==> src/rtl/ps2_key_dispatcher.sv <==
// ============================================================================
// ps2_key_dispatcher
//
// Turns decoded PS/2 key events into a stream of ASCII characters for a
// calculator-style keypad front end. The block tracks both shift keys and
// suppresses typematic auto-repeat of the key currently held down. It
// translates digits, operators, Enter and Backspace, and buffers the
// resulting characters in a small FIFO with a valid/ready handshake.
//
// Parameters
//   FIFO_DEPTH  : character queue depth, power of two from 2 to 16
//
// Ports
//   clk         in   1   system clock, all state updates on the rising edge
//   rst_n       in   1   asynchronous active-low reset
//   key         in  16   scan code, {8'h00,code} or {8'hE0,code} for extended
//   key_pressed in   1   1 = make, 0 = break (qualified by new_key)
//   new_key     in   1   one-cycle strobe marking a valid key/key_pressed pair
//   char_data   out  8   ASCII character at the queue head (0 when empty)
//   char_valid  out  1   queue not empty
//   char_ready  in   1   consumer accept, pop on char_valid & char_ready
//   shift_held  out  1   either shift key currently held
//   overflow    out  1   one-cycle pulse when a translated character is lost
// ============================================================================
module ps2_key_dispatcher #(
    parameter int FIFO_DEPTH = 4
) (
    input  logic        clk,
    input  logic        rst_n,
    input  logic [15:0] key,
    input  logic        key_pressed,
    input  logic        new_key,
    output logic [7:0]  char_data,
    output logic        char_valid,
    input  logic        char_ready,
    output logic        shift_held,
    output logic        overflow
);

    localparam int              AW         = $clog2(FIFO_DEPTH);
    localparam int              CW         = AW + 1;
    localparam logic [CW-1:0]   FULL_COUNT = CW'(FIFO_DEPTH);

    localparam logic [15:0]     KEY_LSHIFT = 16'h0012;
    localparam logic [15:0]     KEY_RSHIFT = 16'h0059;

    // ------------------------------------------------------------------
    // Key-event state
    // ------------------------------------------------------------------
    logic        armed;
    logic        lshift;
    logic        rshift;
    logic [15:0] held_key;

    logic        key_event;
    logic        is_shift_key;
    logic        is_repeat;
    logic        accept_make;
    logic        clear_held;

    // ------------------------------------------------------------------
    // Translation
    // ------------------------------------------------------------------
    logic        plain_hit;
    logic [7:0]  plain_char;
    logic        shifted_hit;
    logic [7:0]  shifted_char;
    logic        xlat_hit;
    logic [7:0]  xlat_char;

    logic        push_pending;
    logic [7:0]  push_char;

    // ------------------------------------------------------------------
    // Character queue
    // ------------------------------------------------------------------
    logic [7:0]    mem [FIFO_DEPTH];
    logic [AW-1:0] wr_ptr;
    logic [AW-1:0] rd_ptr;
    logic [CW-1:0] count;

    logic          fifo_empty;
    logic          fifo_full;
    logic          do_pop;
    logic          do_push;

    // ------------------------------------------------------------------
    // Event qualification. The armed flag stays low for the first edge
    // after reset release, so a strobe that arrives together with the
    // release is ignored rather than racing the reset removal.
    // ------------------------------------------------------------------
    always_comb begin
        key_event    = new_key & armed;
        is_shift_key = (key == KEY_LSHIFT) || (key == KEY_RSHIFT);
        is_repeat    = (key == held_key);
        accept_make  = key_event & ~is_shift_key & key_pressed & ~is_repeat;
        clear_held   = key_event & ~is_shift_key & ~key_pressed & is_repeat;
    end

    assign shift_held = lshift | rshift;

    // ------------------------------------------------------------------
    // Unshifted translation table. Enter and keypad '/' exist in both
    // the plain and the E0-extended code pages, so both are listed.
    // ------------------------------------------------------------------
    always_comb begin
        plain_hit  = 1'b1;
        plain_char = 8'h00;
        case (key)
            16'h0045: plain_char = 8'h30;
            16'h0016: plain_char = 8'h31;
            16'h001E: plain_char = 8'h32;
            16'h0026: plain_char = 8'h33;
            16'h0025: plain_char = 8'h34;
            16'h002E: plain_char = 8'h35;
            16'h0036: plain_char = 8'h36;
            16'h003D: plain_char = 8'h37;
            16'h003E: plain_char = 8'h38;
            16'h0046: plain_char = 8'h39;
            16'h0022: plain_char = 8'h78;
            16'h004E: plain_char = 8'h2D;
            16'h004A: plain_char = 8'h2F;
            16'hE04A: plain_char = 8'h2F;
            16'h0049: plain_char = 8'h2E;
            16'h005A: plain_char = 8'h0A;
            16'hE05A: plain_char = 8'h0A;
            16'h0066: plain_char = 8'h08;
            default:  plain_hit  = 1'b0;
        endcase
    end

    // ------------------------------------------------------------------
    // Shifted translation table. Only these five codes change meaning
    // with shift; every other code falls back to the plain table, which
    // is why 0x55 is only ever '+' and never '='.
    // ------------------------------------------------------------------
    always_comb begin
        shifted_hit  = 1'b1;
        shifted_char = 8'h00;
        case (key)
            16'h0055: shifted_char = 8'h2B;
            16'h003E: shifted_char = 8'h2A;
            16'h0046: shifted_char = 8'h28;
            16'h0045: shifted_char = 8'h29;
            16'h0036: shifted_char = 8'h5E;
            default:  shifted_hit  = 1'b0;
        endcase
    end

    // ------------------------------------------------------------------
    // Select between the two tables using the shift state that was in
    // effect before this event.
    // ------------------------------------------------------------------
    always_comb begin
        if (shift_held && shifted_hit) begin
            xlat_hit  = 1'b1;
            xlat_char = shifted_char;
        end else begin
            xlat_hit  = plain_hit;
            xlat_char = plain_char;
        end
    end

    // ------------------------------------------------------------------
    // Reset-release arming flop.
    // ------------------------------------------------------------------
    always_ff @(posedge clk or negedge rst_n) begin
        if (!rst_n) begin
            armed <= 1'b0;
        end else begin
            armed <= 1'b1;
        end
    end

    // ------------------------------------------------------------------
    // Shift flags follow make/break of the two shift keys directly.
    // ------------------------------------------------------------------
    always_ff @(posedge clk or negedge rst_n) begin
        if (!rst_n) begin
            lshift <= 1'b0;
            rshift <= 1'b0;
        end else if (key_event) begin
            if (key == KEY_LSHIFT) begin
                lshift <= key_pressed;
            end
            if (key == KEY_RSHIFT) begin
                rshift <= key_pressed;
            end
        end
    end

    // ------------------------------------------------------------------
    // held_key remembers the last accepted non-shift make so typematic
    // repeats can be dropped. Unlisted codes still load it, so a repeat
    // of an unlisted key cannot slip a later listed key's repeat through.
    // ------------------------------------------------------------------
    always_ff @(posedge clk or negedge rst_n) begin
        if (!rst_n) begin
            held_key <= 16'h0000;
        end else if (accept_make) begin
            held_key <= key;
        end else if (clear_held) begin
            held_key <= 16'h0000;
        end
    end

    // ------------------------------------------------------------------
    // Registered translation stage: the character computed in the
    // new_key cycle is offered to the queue in the following cycle.
    // ------------------------------------------------------------------
    always_ff @(posedge clk or negedge rst_n) begin
        if (!rst_n) begin
            push_pending <= 1'b0;
            push_char    <= 8'h00;
        end else begin
            push_pending <= accept_make & xlat_hit;
            if (accept_make && xlat_hit) begin
                push_char <= xlat_char;
            end
        end
    end

    // ------------------------------------------------------------------
    // Queue handshake. A push into a full queue still succeeds when a
    // pop frees a slot in the same cycle; otherwise it is dropped and
    // flagged on overflow for that single cycle.
    // ------------------------------------------------------------------
    always_comb begin
        fifo_empty = (count == '0);
        fifo_full  = (count == FULL_COUNT);
        char_valid = ~fifo_empty;
        do_pop     = char_valid & char_ready;
        do_push    = push_pending & (~fifo_full | do_pop);
        overflow   = push_pending & fifo_full & ~do_pop;
        char_data  = fifo_empty ? 8'h00 : mem[rd_ptr];
    end

    // ------------------------------------------------------------------
    // Pointers wrap naturally because the depth is a power of two; the
    // extra count bit distinguishes full from empty.
    // ------------------------------------------------------------------
    always_ff @(posedge clk or negedge rst_n) begin
        if (!rst_n) begin
            wr_ptr <= '0;
            rd_ptr <= '0;
            count  <= '0;
        end else begin
            if (do_push) begin
                wr_ptr <= wr_ptr + 1'b1;
            end
            if (do_pop) begin
                rd_ptr <= rd_ptr + 1'b1;
            end
            case ({do_push, do_pop})
                2'b10:   count <= count + 1'b1;
                2'b01:   count <= count - 1'b1;
                default: count <= count;
            endcase
        end
    end

    // ------------------------------------------------------------------
    // Storage array. It needs no reset because char_data is forced to
    // zero whenever the queue is empty.
    // ------------------------------------------------------------------
    always_ff @(posedge clk) begin
        if (do_push) begin
            mem[wr_ptr] <= push_char;
        end
    end

endmodule
==> config.mk <==
export PLATFORM = sky130hd
export DESIGN_NAME = ps2_key_dispatcher
export DESIGN_NICKNAME = d
export VERILOG_FILES = /design/src/rtl/ps2_key_dispatcher.sv
export SDC_FILE = /design/constraint.sdc
export NUM_CORES = 1
export LEC_CHECK = 0
export BUFFER_PORTS_ARGS = -buffer_cell sky130_fd_sc_hd__buf_2
export CORE_AREA = 5 5 85 87
export CTS_CLUSTER_DIAMETER = 150
export CTS_CLUSTER_SIZE = 12
export DETAILED_ROUTE_END_ITERATION = 10
export DIE_AREA = 0 0 90 92
export HOLD_SLACK_MARGIN = 0.05
export PLACE_DENSITY = 0.75
export SETUP_SLACK_MARGIN = 0.15
export SKIP_CTS_REPAIR_TIMING = 1
export SLEW_MARGIN = 20
export SYNTH_ARGS = -nofsm -noshare
export SYNTH_HDL_FRONTEND = slang
export SYNTH_SLANG_ARGS = --single-unit
==> constraint.sdc <==
create_clock -name clk -period 1.9 [get_ports clk]
set_input_delay 0.19 -clock clk [delete_from_list [all_inputs] [get_ports clk]]
set_output_delay 0.19 -clock clk [all_outputs]
set_load 0.02 [all_outputs]
==> impl_results.md, run 1 <==
- Crit Path Category: flop to flop
- Overall global routing resource usage: 18.5%
- Share of layout cells above drive strength 1: 43.4%
- Overflow after GRT: 0
- DR iter-0 viols: 82
- Max VDD drop: 0.897 mV
- GPL Wtd Cong: 0.912
- Worst EP required: 2.10 ns
- Fin Hold WS: 0.154 ns
- Slowest stage delay, CP: 0.41 ns
- Synth warnings: 0
- Critical-path cell list: xor2_2, nor4_4, buf_4, nand4_1, and3_4, o31a_1, mux2_4
- Clk_lat worst skew: 0.33 ns
- I/O pin cnt: 32
- Core Area: 6280 µm²
- Status: finished, violations left
- PD cells: 823 nW/µm²
- H-Tree Depth: 3
- DR WL/cell: 16.9 µm
- Clk slew on worst S/H paths: 0.06 ns
- TritonCTS Buffers: 9
- # placed instances: 431
- Fmax: 465 MHz
- Mean post-synth cell area: 12.0 µm²
- Vias in the first global route: 2550
- Post-DR vias/cell: 5.57
- Worst Hold Class: input pin to flop
- Global-route wire length before repair: 12300 µm
- # Max-Cap Violations: 0
- Main synth FF type: dfrtp_1
- Initial antenna violation count: 0
- Initial Utilization: 52.6%
- Syn-to-layout area delta: 34.0%
- Row count: 29
- Die height: 92 µm
- Nets: 398
- Failing checks: setup timing
- Cell area after synthesis: 3300 µm²
- Clk sinks: 62
- Seq/Total Area, Yosys: 51.3%
- Die X: 90 µm
- Crit end category: flop
- Buffers on Ports: 30
- TNS Setup: -4.23 ns
- Actual slew at the worst max-slew pin: 0.787 ns
- PnR worst setup slack: -0.249 ns
- Final Util: 70.5%
- Fin crit period: 2.15 ns
- Total number of vias: 2524
- Total Wirelength: 7670 µm
- Post-synth EDFFs: 28
- Critical Path Slowest Stage Cell: dfrtp_1
- Distinct cells, synth: 51
- CTS tree: done
- Antenna-violating nets left: 0
- Post-Layout Cell Count: 453
- Leakage: 1.94 nW
- Max-slew violation count: 0
- Max Clock Skew: 0.0103 ns
- Max Root-Sink Buffers: 2
- Unrepaired setup endpoints after global routing: yes
- Diodes inserted: 0
- WP data arrival: 2.35 ns
- Total power: 0.00364 W
- Largest net degree at the start of global routing: 35
- Fillers: 446
- CP startpoint kind: flop
- DRC viols: 0
- Max-slew headroom: 47.6%
- Syn_nets: 303
- Post-synth ARST share: 54.8%
- Fin. Hold Viols: 0
- CP max FO: 6
- Final Setup Violations: 24
- Synth Register Bits: 62
- Full die area: 8280 µm²
- CTS root buf: clkbuf_8
- Syn Inst Count: 276
- TritonRoute pass-1 iters: 4
- HPWL after DPL: 5650 µm
- Period utilization: 113%
-- flip-flops by register name, indices dropped and copies added (netlist names) --
name          count
lshift            1
push_pending      1
held_key         16
push_char         7
mem              28
count             3
rshift            1
wr_ptr            2
rd_ptr            2
armed             1
-- cell families after synthesis --
logic type / synth area share [%]
multiplexers: 8.23
adder cells (fa/ha/maj): 2.50
buffers and inverters: 3.75
other: 0.228
AND/OR/NAND/NOR: 15.5
XOR/XNOR: 6.37
AO/OA/AOI/OAI: 12.2
flip-flops: 51.3
-- metal layers --
| layer | GRT usage [%] | vias up | part of all wire (%) |
|---|---|---|---|
| met5 | 0 | - | 0 |
| met3 | 3.68 | 9 | 3.1 |
| met1 | 22.3 | 1254 | 41 |
| li1 | - | 1209 | - |
| met2 | 33.5 | 52 | 54 |
| met4 | 5.21 | 0 | 1.4 |
-- per-stage QoR --
| stage | cell area, µm² | setup WS (ns) |
|---|---|---|
| 6_report | 4420 | -0.249 |
| 4_1_cts | 4240 | -0.401 |
| 3_5_place_dp | 4040 | -0.391 |
| 3_3_place_gp | 4040 | -0.349 |
| 5_1_grt | 4420 | -0.303 |
| 2_1_floorplan | 3430 | -0.00906 |
-- cell type report --
type | instances | area [µm²] | share of cell area (%)
well taps | 77 | 96.3 | 2.18
clock buffers | 12 | 155 | 3.51
repair buffers | 101 | 774 | 17.5
multi-input cells | 187 | 1620 | 36.6
inverters | 10 | 37.5 | 0.849
clock inverters | 4 | 46.3 | 1.05
flip-flops and latches | 62 | 1690 | 38.3
-- power breakdown --
part           total (W)  switching (W)  internal, W
clock            0.00114       0.000474     0.000671
sequential       0.00164       0.000126      0.00151
combinational   0.000859       0.000382     0.000477
-- placed cells by master, fill, tap and decap left out, types with 7 or more instances in the layout --
cell type,instances
clkbuf_8,11
a22o_1,17
xor2_1,18
buf_2,23
nor2_1,7
and2_1,7
buf_4,65
nand2_1,14
buf_6,9
mux4_2,7
edfxtp_1,28
and2_4,8
inv_1,8
dfrtp_1,32
-- final timing paths --
check                                  start            to  slack (ns)  cells after the start
worst max-delay path            held_key[14]  push_char[2]       -0.25                      7
worst min-delay path                 key[11]  held_key[11]        0.15                      2
worst max register to register  held_key[14]  push_char[2]       -0.25                      7
worst min register to register      count[2]      count[2]        0.49                      1
max in group asynchronous              rst_n     rd_ptr[0]        0.87                      2
min in group asynchronous              rst_n   held_key[3]        0.48                      2
-- cells in the mapped netlist, drive strengths merged, types with 2 or more instances --
cell type / count / area (µm²)
dfrtp: 34 / 851
edfxtp: 28 / 841
xor2: 19 / 166
a22o: 17 / 149
and2: 16 / 100
nand2: 16 / 60.1
buf: 10 / 60.1
inv: 10 / 37.5
nor2: 10 / 37.5
o21ai: 8 / 40.0
clkbuf: 7 / 26.3
mux2: 7 / 93.8
mux4: 7 / 158
nor4: 7 / 43.8
a21oi: 6 / 30.0
ha: 5 / 62.6
nor3b: 5 / 42.5
o211ai: 5 / 37.5
xnor2: 5 / 43.8
nand3: 4 / 20.0
nor2b: 4 / 25.0
nor3: 4 / 20.0
nor4b: 4 / 35.0
a31oi: 3 / 18.8
nand4: 3 / 18.8
a32oi: 2 / 17.5
and3: 2 / 12.5
and4bb: 2 / 25.0
conb: 2 / 7.51
mux2i: 2 / 20.0
nand2b: 2 / 12.5
o211a: 2 / 20.0
o2bb2ai: 2 / 17.5
or3: 2 / 12.5
or4: 2 / 15.0
-- worst max-delay path: cells and delay by family, from the launching register on --
kind | cells | cell delay (ns)
AO/OA/AOI/OAI | 1 | 0.19
XOR/XNOR | 1 | 0.17
buffers and inverters | 1 | 0.16
flip-flops | 1 | 0.41
multiplexers | 1 | 0.33
AND/OR/NAND/NOR | 3 | 0.77
Note: power is estimated with default switching activity, not from simulation.
==> run 2: changes to the inputs <==
==> constraint.sdc (replaced) <==
create_clock -name clk -period 1.77 [get_ports clk]
set_input_delay 0.177 -clock clk [delete_from_list [all_inputs] [get_ports clk]]
set_output_delay 0.177 -clock clk [all_outputs]
set_load 0.02 [all_outputs]
==> impl_results.md, run 2 (synthesis gave the netlist of run 1 again) <==
- Max-slew violation count: 0
- Footprint of the multi-input gates: 1650 µm²
- DRC viols: 0
- Full die area: 8280 µm²
- Final Util: 70.4%
- H-Tree Depth: 3
- Status: finished, violations left
- Fin crit period: 1.94 ns
- Initial Utilization: 52.6%
- # Max-Cap Violations: 0
- Total number of vias: 2538
- Clk_lat worst skew: 0.34 ns
- TritonCTS Buffers: 9
- Unrepaired setup endpoints after global routing: yes
- CTS root buf: clkbuf_8
- HPWL after DPL: 5600 µm
- Core Area: 6280 µm²
- Leakage: 1.93 nW
- Worst EP required: 2.02 ns
- I/O pin cnt: 32
- Fin. Hold Viols: 0
- Hold Path Stages: 2
- Clock power share: 29.1%
- Crit Path Category: flop to flop
- PnR worst setup slack: -0.166 ns
- Max VDD drop: 0.678 mV
- R2R Setup Slk: -0.17 ns
- Total Wirelength: 7540 µm
- WP data arrival: 2.19 ns
- R2R depth: 9
- Buffers on Ports: 30
- Commonest non-fill, non-tap cells in the layout: buf_4 (68), dfrtp_1 (33), edfxtp_1 (28), buf_2 (22), xor2_1 (19)
- Period utilization: 109%
- R2r startpoint: count[1]
- Critical Path Slowest Stage Cell: dfrtp_1
- Syn-to-layout area delta: 33.9%
- DR iter-0 viols: 59
- Vias in the first global route: 2569
- Failing checks: setup timing
- TritonRoute pass-1 iters: 4
- HP Start: key[10]
- Hold Path Sink: held_key[10]
- Switching part of the total power: 29.1%
- Diodes inserted: 0
- Overall global routing resource usage: 18.4%
- CP startpoint kind: flop
- CTS tree: done
- # placed instances: 433
- Post-DR vias/cell: 5.59
- Share of layout cells above drive strength 1: 45.6%
- Critical-path cell list: nor4b_2, nor2b_1, inv_2, ha_4, inv_2, fa_2, xor2_1, nor2_1, xor2_1
- Largest net degree at the start of global routing: 35
- GPL Wtd Cong: 0.869
- Antenna-violating nets left: 0
- Reg with most FFs: mem
- Max Root-Sink Buffers: 2
- Max Clock Skew: 0.0142 ns
- Total area of sequential cells: 1690 µm²
- Comb pwr share: 24.0%
- Fmax: 517 MHz
- Clk slew on worst S/H paths: 0.07 ns
- Worst Hold Class: input pin to flop
- Clk sinks: 62
- CP max FO: 3
- Die height: 92 µm
- Post-Layout Cell Count: 454
- Max FFs per register: 28
- Cell internal pwr: 0.00269 W
- Global-route wire length before repair: 12300 µm
- Actual slew at the worst max-slew pin: 0.765 ns
- Leading cell type in the layout, fill and taps excluded: buf_4
- Final Setup Violations: 31
- Max-slew headroom: 49.0%
- Total power: 0.00379 W
- NetSw: 0.00110 W
- Row count: 29
- TNS Setup: -2.10 ns
- DR WL/cell: 16.6 µm
- Overflow after GRT: 0
- Fillers: 461
- Die X: 90 µm
- Initial antenna violation count: 0
- Crit end category: flop
- Slowest stage delay, CP: 0.41 ns
- Reg-to-reg endpoint: count[2]
- Largest registers: mem: 28 flops, held_key: 16 flops, push_char: 7 flops
- Dpl ws: -0.346 ns
- Reg power frac: 46.9%
- PD cells: 858 nW/µm²
- Nets: 399
-- run 2: changes by cell type in the layout (fill, tap and decap cells not counted), sizes merged --
| cell | delta |
|---|---|
| clkinvlp | +2 |
| clkinv | +1 |
| clkbuf | -3 |
| bufinv | -1 |
| buf | +2 |
-- run 2: critical path: cells and delay by family, from the launching register on --
family / cells / cell delay (ns)
xor+xnor: 2 / 0.29
fa+ha+maj: 2 / 0.47
simple gates: 3 / 0.57
buf+inv: 2 / 0.12
flops: 1 / 0.41
-- run 2: area by class of cell --
cell class	count	area share, %
Clock buffer	10	3.12
Clock inverter	6	0.850
Inverter	10	0.850
Multi-Input combinational cell	187	37.4
Sequential cell	62	38.3
Tap cell	77	2.18
Timing Repair Buffer	102	17.3
-- run 2: worst max path at each step --
stage	slack [ns]	startpoint	depth (start not counted)	to
after CTS	-0.33	rd_ptr[0]	3	char_data[0]
after detailed placement	-0.35	key[0]	8	push_char[1]
after global placement	-0.32	key[7]	9	push_char[4]
after global routing	-0.24	held_key[9]	7	push_char[2]
final	-0.17	count[1]	9	count[2]
after floorplan	-0.14	count[1]	9	count[2]
-- run 2: layer usage --
layer	GRT usage, %	share of wire, %	vias to the layer above
met3	4.01	3.0	18
met4	6.82	2.5	0
met1	22.9	43	1257
met5	0	0	-
met2	31.4	51	48
li1	-	-	1215
-- run 2: stage by stage --
| stage | hold WS, ns | area [µm²] |
|---|---|---|
| after floorplan | -0.119 | 3460 |
| after global placement | 0.287 | 4050 |
| after detailed placement | 0.301 | 4050 |
| after CTS | -0.0644 | 4230 |
| after global routing | 0.133 | 4420 |
| final | 0.135 | 4420 |
-- run 2: power by group through the flow --
stage	sequential [W]	combinational [W]	clock, W
floorplan	0.00171	0.000595	0
global placement	0.00181	0.000744	0
detailed placement	0.00181	0.000781	0
CTS	0.00178	0.000782	0.00112
global route	0.00181	0.000992	0.00121
finish	0.00178	0.000909	0.00110
==> run 3: changes to the inputs <==
--- a/config.mk
+++ b/config.mk
@@ -6,13 +6,14 @@
 export NUM_CORES = 1
 export LEC_CHECK = 0
 export BUFFER_PORTS_ARGS = -buffer_cell sky130_fd_sc_hd__buf_2
-export CORE_AREA = 5 5 85 87
+export CORE_AREA = 5 5 79 81
 export CTS_CLUSTER_DIAMETER = 150
 export CTS_CLUSTER_SIZE = 12
 export DETAILED_ROUTE_END_ITERATION = 10
-export DIE_AREA = 0 0 90 92
+export DIE_AREA = 0 0 84 86
 export HOLD_SLACK_MARGIN = 0.05
-export PLACE_DENSITY = 0.75
+export MAX_ROUTING_LAYER = met4
+export PLACE_DENSITY = 0.82
 export SETUP_SLACK_MARGIN = 0.15
 export SKIP_CTS_REPAIR_TIMING = 1
 export SLEW_MARGIN = 20
==> constraint.sdc (replaced) <==
create_clock -name clk -period 2.3 [get_ports clk]
set_input_delay 0.23 -clock clk [delete_from_list [all_inputs] [get_ports clk]]
set_output_delay 0.23 -clock clk [all_outputs]
set_load 0.02 [all_outputs]
==> impl_results.md, run 3 (synthesis gave the netlist of run 1 again) <==
- # Max-Cap Violations: 0
- Met2 Usage GRT: 34.9%
- Clk slew on worst S/H paths: 0.08 ns
- H-Tree Depth: 3
- Commonest non-fill, non-tap cells in the layout: dfrtp_1 (33), buf_2 (30), edfxtp_1 (28), buf_4 (24), xor2_1 (19)
- CTS root buf: clkbuf_8
- Final Setup Violations: 0
- Routing usage on met1: 25.8%
- HP Start: key[8]
- WP data arrival: 2.22 ns
- Post-DR vias/cell: 5.82
- Max Root-Sink Buffers: 2
- HPWL after DPL: 5070 µm
- Status: finished clean
- Reg with most FFs: mem
- Overall global routing resource usage: 21.2%
- I/O pin cnt: 32
- Met3 usage: 4.71%
- Final Util: 71.5%
- Largest net degree at the start of global routing: 35
- DRC viols: 0
- TritonRoute pass-1 iters: 5
- Die height: 86 µm
- Total area of sequential cells: 1690 µm²
- Global-route wire length before repair: 11600 µm
- Gr busiest metal: met2
- Leading cell type in the layout, fill and taps excluded: dfrtp_1
- Buffers on Ports: 30
- CP max FO: 6
- Syn-to-layout area delta: 17.1%
- R2R depth: 7
- Initial Utilization: 61.1%
- CP startpoint kind: flop
- Die X: 84 µm
- Row count: 27
- Worst path buffer plus inverter count: 1
- Fmax: 499 MHz
- Nets: 352
- Total power: 0.00280 W
- Max Clock Skew: 0.0112 ns
- Total Wirelength: 6930 µm
- Vias in the first global route: 2359
- Initial antenna violation count: 0
- Leakage: 1.66 nW
- Unrepaired setup endpoints after global routing: no
- Actual slew at the worst max-slew pin: 0.770 ns
- Largest delay contributor family on the critical path: simple AND/OR/NAND/NOR gates
- Full die area: 7220 µm²
- Hold Path Sink: held_key[8]
- GPL Wtd Cong: 1.01
- Hold Path Stages: 2
- Worst EP required: 2.52 ns
- Max-slew headroom: 48.6%
- PD cells: 726 nW/µm²
- Share of layout cells above drive strength 1: 28.5%
- DR WL/cell: 17.2 µm
- Overflow after GRT: 0
- Crit end category: flop
- Slowest stage delay, CP: 0.40 ns
- Critical-path cell list: xor2_1, nor4_2, nand4_1, and3_1, o31a_1, buf_4, o32a_1
- Antenna-violating nets left: 0
- Worst Hold Class: input pin to flop
- Diodes inserted: 0
- CTS tree: done
- R2r startpoint: held_key[2]
- TritonCTS Buffers: 9
- Crit Path Category: flop to flop
- Critical Path Slowest Stage Cell: dfrtp_1
- Max-slew violation count: 0
- Footprint of the multi-input gates: 1510 µm²
- Core Area: 5410 µm²
- R2R Setup Slk: 0.30 ns
- Period utilization: 87.1%
- Clk sinks: 62
- DR iter-0 viols: 148
- Max VDD drop: 0.395 mV
- Fillers: 385
- Max FFs per register: 28
- TNS Setup: 0 ns
- Fin crit period: 2.00 ns
- Total number of vias: 2340
- Clk_lat worst skew: 0.34 ns
- Reg-to-reg endpoint: push_char[5]
- Largest registers: mem: 28 flops, held_key: 16 flops, push_char: 7 flops
- Fin. Hold Viols: 0
## run 3: how the worst max path moves through the flow
| stage | cells after the start | slack [ns] | from | end |
|---|---|---|---|---|
| floorplan | 9 | 0.23 | count[0] | count[2] |
| global placement | 8 | 0.07 | key[3] | held_key[1] |
| detailed placement | 7 | 0.02 | key[13] | push_char[4] |
| CTS | 3 | 0.1 | rd_ptr[0] | char_data[3] |
| global route | 9 | 0.17 | count[0] | count[2] |
| finish | 7 | 0.30 | held_key[2] | push_char[5] |
## run 3: metrics by stage
| stage | cell area, µm² | setup slack (ns) | std cells | hold WS, ns |
|---|---|---|---|---|
| final | 3860 | 0.297 | 402 | 0.166 |
| after global routing | 3860 | 0.174 | 402 | 0.157 |
| after CTS | 3830 | 0.0959 | 401 | -0.0142 |
| after detailed placement | 3630 | 0.0191 | 385 | 0.350 |
| after global placement | 3630 | 0.0749 | 385 | 0.340 |
| after floorplan | 3300 | 0.230 | 276 | -0.0656 |
## run 3: per-layer routing
metal | share of wire [%] | up-vias
met5 | 0 | -
met4 | 2.0 | 0
met3 | 5.2 | 16
met2 | 50 | 78
met1 | 42 | 1125
li1 | - | 1121
## run 3: cell type report
class / instances / share of cell area, %
sequential: 62 / 43.8
multi-input combinational: 187 / 39.0
timing repair buffer: 55 / 8.81
clock buffer: 9 / 3.20
tap: 72 / 2.33
clock inverter: 7 / 1.91
inverter: 10 / 0.971
## run 3: power breakdown
group | internal, W | total, W | switching [W]
registers | 0.00125 | 0.00138 | 0.000136
logic | 0.000252 | 0.000476 | 0.000224
clock network | 0.000503 | 0.000946 | 0.000443
## run 3: worst register-to-register path: stages, from the launching register on
cell     delay (ns)
dfrtp_1        0.40
xor2_1         0.16
nor4_2         0.32
nand4_1        0.20
and3_1         0.27
o31a_1         0.21
buf_4          0.18
o32a_1         0.16
